`src/rtl/branch_resolve_unit.sv`:
```
// Branch resolve unit: resolves MIPS conditional branches in EX and trains a PC-indexed
// table of saturating counters for IF prediction. Define BRU_STATS_EN to build the stats counters.
module branch_resolve_unit #(
  parameter int unsigned PC_W      = 32,
  parameter int unsigned BHT_DEPTH = 64,
  parameter int unsigned CNT_W     = 2,
  parameter int unsigned CNT_INIT  = 1
) (
  input  logic            clk,
  input  logic            rst_n,
  input  logic [PC_W-1:0] if_pc,
  output logic            if_pred_taken,
  input  logic            ex_valid,
  input  logic            ex_branch,
  input  logic [2:0]      ex_br_type,
  input  logic            ex_zero,
  input  logic            ex_neg,
  input  logic [PC_W-1:0] ex_pc,
  input  logic            ex_pred_taken,
  output logic            pc_src,
  output logic            mispredict,
  output logic [31:0]     stat_branches,
  output logic [31:0]     stat_mispredicts
);

  localparam int unsigned IDX_W = $clog2(BHT_DEPTH);

  typedef enum logic [2:0] {
    BR_BEQ  = 3'd0,
    BR_BNE  = 3'd1,
    BR_BLEZ = 3'd2,
    BR_BGTZ = 3'd3,
    BR_BLTZ = 3'd4,
    BR_BGEZ = 3'd5
  } br_type_e;

  logic [IDX_W-1:0] if_idx;
  logic [IDX_W-1:0] ex_idx;
  logic [CNT_W-1:0] cnt_q [BHT_DEPTH];
  logic [CNT_W-1:0] cnt_cur;
  logic [CNT_W-1:0] cnt_d;
  logic             cond;
  logic             br_known;
  logic             upd_en;
  logic             unused_pc_bits;

  assign if_idx = if_pc[IDX_W+1:2];
  assign ex_idx = ex_pc[IDX_W+1:2];
  assign unused_pc_bits = ^{if_pc[PC_W-1:IDX_W+2], if_pc[1:0],
                            ex_pc[PC_W-1:IDX_W+2], ex_pc[1:0]};

  // Reads the registered array directly: a same-index update shows up next cycle.
  assign if_pred_taken = cnt_q[if_idx][CNT_W-1];

  always_comb begin
    cond     = 1'b0;
    br_known = 1'b1;
    case (br_type_e'(ex_br_type))
      BR_BEQ:  cond = ex_zero;
      BR_BNE:  cond = !ex_zero;
      BR_BLEZ: cond = ex_neg | ex_zero;
      BR_BGTZ: cond = !ex_neg & !ex_zero;
      BR_BLTZ: cond = ex_neg;
      BR_BGEZ: cond = !ex_neg;
      default: br_known = 1'b0;
    endcase
  end

  assign pc_src     = ex_valid & ex_branch & cond;
  assign mispredict = ex_valid & (pc_src != ex_pred_taken);
  assign upd_en     = ex_valid & ex_branch & br_known;

  always_comb begin
    cnt_cur = cnt_q[ex_idx];
    cnt_d   = cnt_cur;
    if (pc_src) begin
      if (cnt_cur != '1) cnt_d = cnt_cur + CNT_W'(1);
    end else begin
      if (cnt_cur != '0) cnt_d = cnt_cur - CNT_W'(1);
    end
  end

  always_ff @(posedge clk or negedge rst_n) begin
    if (!rst_n) begin
      for (int unsigned i = 0; i < BHT_DEPTH; i++) cnt_q[i] <= CNT_W'(CNT_INIT);
    end else if (upd_en) begin
      cnt_q[ex_idx] <= cnt_d;
    end
  end

`ifdef BRU_STATS_EN
  logic [31:0] stat_br_q;
  logic [31:0] stat_mp_q;

  always_ff @(posedge clk or negedge rst_n) begin
    if (!rst_n) begin
      stat_br_q <= '0;
      stat_mp_q <= '0;
    end else begin
      if (upd_en && stat_br_q != '1) stat_br_q <= stat_br_q + 32'd1;
      if (mispredict && stat_mp_q != '1) stat_mp_q <= stat_mp_q + 32'd1;
    end
  end

  assign stat_branches    = stat_br_q;
  assign stat_mispredicts = stat_mp_q;
`else
  assign stat_branches    = '0;
  assign stat_mispredicts = '0;
`endif

endmodule

```
`config.mk`:
```
export PLATFORM = sky130hd
export DESIGN_NAME = branch_resolve_unit
export DESIGN_NICKNAME = d
export VERILOG_FILES = /design/src/rtl/branch_resolve_unit.sv
export SDC_FILE = /design/constraint.sdc
export NUM_CORES = 1
export LEC_CHECK = 0
export CAP_MARGIN = 20
export CORE_MARGIN = 10
export CORE_UTILIZATION = 55
export CTS_CLUSTER_DIAMETER = 150
export DETAILED_ROUTE_END_ITERATION = 10
export GPL_TIMING_DRIVEN = 0
export PLACE_DENSITY = 0.87
export SETUP_SLACK_MARGIN = 0.2
export SYNTH_ARGS = -nofsm -noshare
export SYNTH_HDL_FRONTEND = slang
export SYNTH_SLANG_ARGS = --single-unit
```
`constraint.sdc`:
```
create_clock -name clk -period 10.35 [get_ports clk]
set_clock_uncertainty 0.1 [all_clocks]
set_input_delay 2.07 -clock clk [delete_from_list [all_inputs] [get_ports clk]]
set_output_delay 2.07 -clock clk [all_outputs]
set_load 0.005 [all_outputs]
```
==> results.py <==
metrics = {
    "setup_path": {
        "critPathCaptureType": "primary output",
        "crit_fanout": 10,
        "path_class": "primary input to primary output",
        "cp.arrival_ns": 5.13,
        "reg2reg_from": "cnt_q[92]",
        "crit_required_ns": 8.18,
        "worstSetupStartpoint": "if_pc[2]",
        "cp-start-kind": "primary input",
    },
    "power": {
        "clock_power_share_pct": 47.3,
        "peakVddDrop_v": 0.000121,
        "p_sw_share_pct": 23.7,
        "combinationalPowerShare_pct": 11.0,
        "intPower_uw": 961,
        "p_seq_share_pct": 41.7,
        "power_leakage_uw": 0.00368,
        "p_switching_uw": 299,
        "cellPowerDensity_nw_per_um2": 144,
    },
    "synthesis": {
        "ys_ff_latch": 128,
        "netlist_instances": 707,
        "synth_flop_cell": "dfstp_2",
        "yosysWarnings": 0,
        "synth_area_leader_cell": "dfstp_2",
        "synth_area_um2": 7490,
        "yosysSeqAreaShare_pct": 43.9,
        "netlist.area_leader.share_pct": 22.5,
        "async_flop_share_pct": 100,
        "post-synth-top-count-cell": "nand2_1",
        "avgSynthCellArea_um2": 10.6,
        "synth_edf_count": 0,
        "synth_common_cells": "nand2_1 (207), o21ai_0 (68), buf_4 (66)",
        "yosysUniqueCellTypes": 58,
        "synthTopCellsByArea": "dfstp_2 (22%), dfrtp_1 (21%), nand2_1 (10%)",
    },
    "status": {
        "status": "complete, no violations",
    },
    "grt": {
        "grt_max_degree": 78,
        "track_usage_pct": 21.8,
        "grt_pass1_wl_um": 31200,
        "antenna_found_initial": 1,
        "grt_pass1_vias": 5683,
        "overflow": 0,
    },
    "clock_tree": {
        "cts.sinks": 128,
        "cts_hold_buffers": 0,
        "clockBufferDepth": 2,
        "cts_setup_buffers": 0,
        "clk_pin_slew_ns": 0.05,
        "cts_tree": "yes",
        "insertion_delay_ns": 0.43,
        "cts.repair.resized": 0,
        "htree_num_levels": 4,
        "cts_root_buf": "clkbuf_16",
        "cts_buffers": 17,
    },
    "placed_design": {
        "port-buffer-count": 19,
        "hpwl_um": 14000,
        "placed_cells": 966,
        "finalWeightedCongestion": 0.921,
    },
    "finish": {
        "largest_reg_flops": 128,
        "fin_util_pct": 65.9,
        "top_register": "cnt_q",
        "finalNonFillerCells": 997,
        "top_regs": "cnt_q: 128 flops",
        "synthToLayoutAreaGrowth_pct": 17.0,
        "drive_above_1_share_pct": 36.7,
        "antenna-diode-count": 0,
        "nNetsFinal": 883,
    },
    "detailed_routing": {
        "route.detailed.drc": 0,
        "wl_per_cell_um": 20.2,
        "drt_pass1_iterations": 5,
        "drt_wl_total_um": 20100,
        "viasPerCell": 5.88,
        "vias": 5867,
        "drtIter0Drc": 800,
        "final_antenna_net_count": 0,
    },
    "sta": {
        "fin_crit_sh_pct": 70.6,
        "min_period_ns": 7.30,
        "slew_headroom_pct": 20.9,
        "grt_setup_unrepaired": "no",
        "finalHoldViolCount": 0,
        "drv_slew": 0,
        "tightestPinTransition_ns": 1.18,
        "final.setup.tns_ns": 0,
        "fmax_mhz": 137,
        "setup_violations": 0,
    },
    "hold_path": {
        "hp-start": "cnt_q[88]",
        "min_path_type": "flop to flop",
    },
    "die": {
        "io_pins": 141,
        "core_area_um2": 13300,
        "row_count": 42,
        "die_h_um": 137,
        "die_area_um2": 18700,
        "start_util_pct": 56.3,
        "dieWidth_um": 137,
    },
    "job": {
        "maxCapViolations": 0,
    },
}
## power groups by stage
stage               registers [uW]  logic [uW]  clock network [uW]
detailed placement             533         135                   0
global route                   527         149                 621
CTS                            525         135                 599
finish                         526         138                 596
global placement               532         131                   0
floorplan                      530        92.9                   0
## worst paths after layout
| check | endpoint | slack (ns) | cells after the start |
|---|---|---|---|
| setup / recovery | if_pred_taken | 3.05 | 6 |
| hold / removal | cnt_q[88] | 0.37 | 2 |
| setup reg to reg | cnt_q[115] | 7.41 | 8 |
| min in group asynchronous | cnt_q[21] | 1.49 | 1 |
| max in group asynchronous | cnt_q[112] | 7.90 | 2 |
| hold reg to reg | cnt_q[88] | 0.37 | 2 |
## placed cells by master (no fill, tap or decap), types with 3 or more instances in the layout
master / n
mux4_1: 10
nor2b_1: 3
buf_6: 10
nand2b_1: 3
a22oi_1: 6
nand2_1: 207
o22ai_1: 4
o21ai_2: 61
buf_4: 66
conb_1: 64
nand3_1: 6
clkbuf_16: 17
nor3_2: 3
mux2_2: 8
and3b_1: 3
clkbuf_8: 5
dfrtp_1: 64
buf_2: 6
mux4_2: 30
clkbuf_2: 5
clkbuf_1: 11
nor2_1: 13
a221oi_1: 6
a21oi_1: 4
mux2_4: 3
o21ai_0: 68
clkdlybuf4s50_1: 18
dfstp_2: 64
inv_1: 4
## per-stage QoR
step           total power, uW  setup WS [ns]  hold slack [ns]  instance area, um2
3_5_place_dp               667           3.04            0.361                8170
4_1_cts                   1260           3.02            0.369                8760
2_1_floorplan              623           3.94            0.352                7720
5_1_grt                   1300           2.92            0.378                8760
3_3_place_gp               663           2.28            0.357                8130
6_report                  1260           3.05            0.367                8760
## cell families after synthesis
group                     Yosys count  share of synthesized area (%)
muxes                              57                           15.6
xor gates and xnor gates            2                          0.234
other                               1                         0.0501
AOI/OAI and AO/OA                 164                           15.8
buffers and inverters             104                           10.4
DFF                               128                           43.9
and+or+nand+nor                   251                           14.1
## critical path, stage by stage
cell and delay [ns]:
clkbuf_1 0.54, buf_2 0.47, mux4_2 0.57, mux4_2 0.53, mux4_2 0.48, clkdlybuf4s50_1 0.46
## per-layer routing
layer | part of all wire (%) | track usage, %
met1 | 37 | 25.8
met2 | 47 | 34.4
met3 | 11 | 6.74
met4 | 4.9 | 13.2
met5 | 0.055 | 0
## cell type report
| cell class | instances | area, um2 |
|---|---|---|
| Buffer | 99 | 761 |
| Sequential cell | 128 | 3280 |
| Multi-Input combinational cell | 538 | 3670 |
| Clock inverter | 5 | 77.6 |
| Inverter | 5 | 18.8 |
| Clock buffer | 26 | 509 |
| Fill cell | 981 | 4540 |
| Tap cell | 176 | 220 |
| Timing Repair Buffer | 20 | 219 |
(Power assumes the default switching activity.)
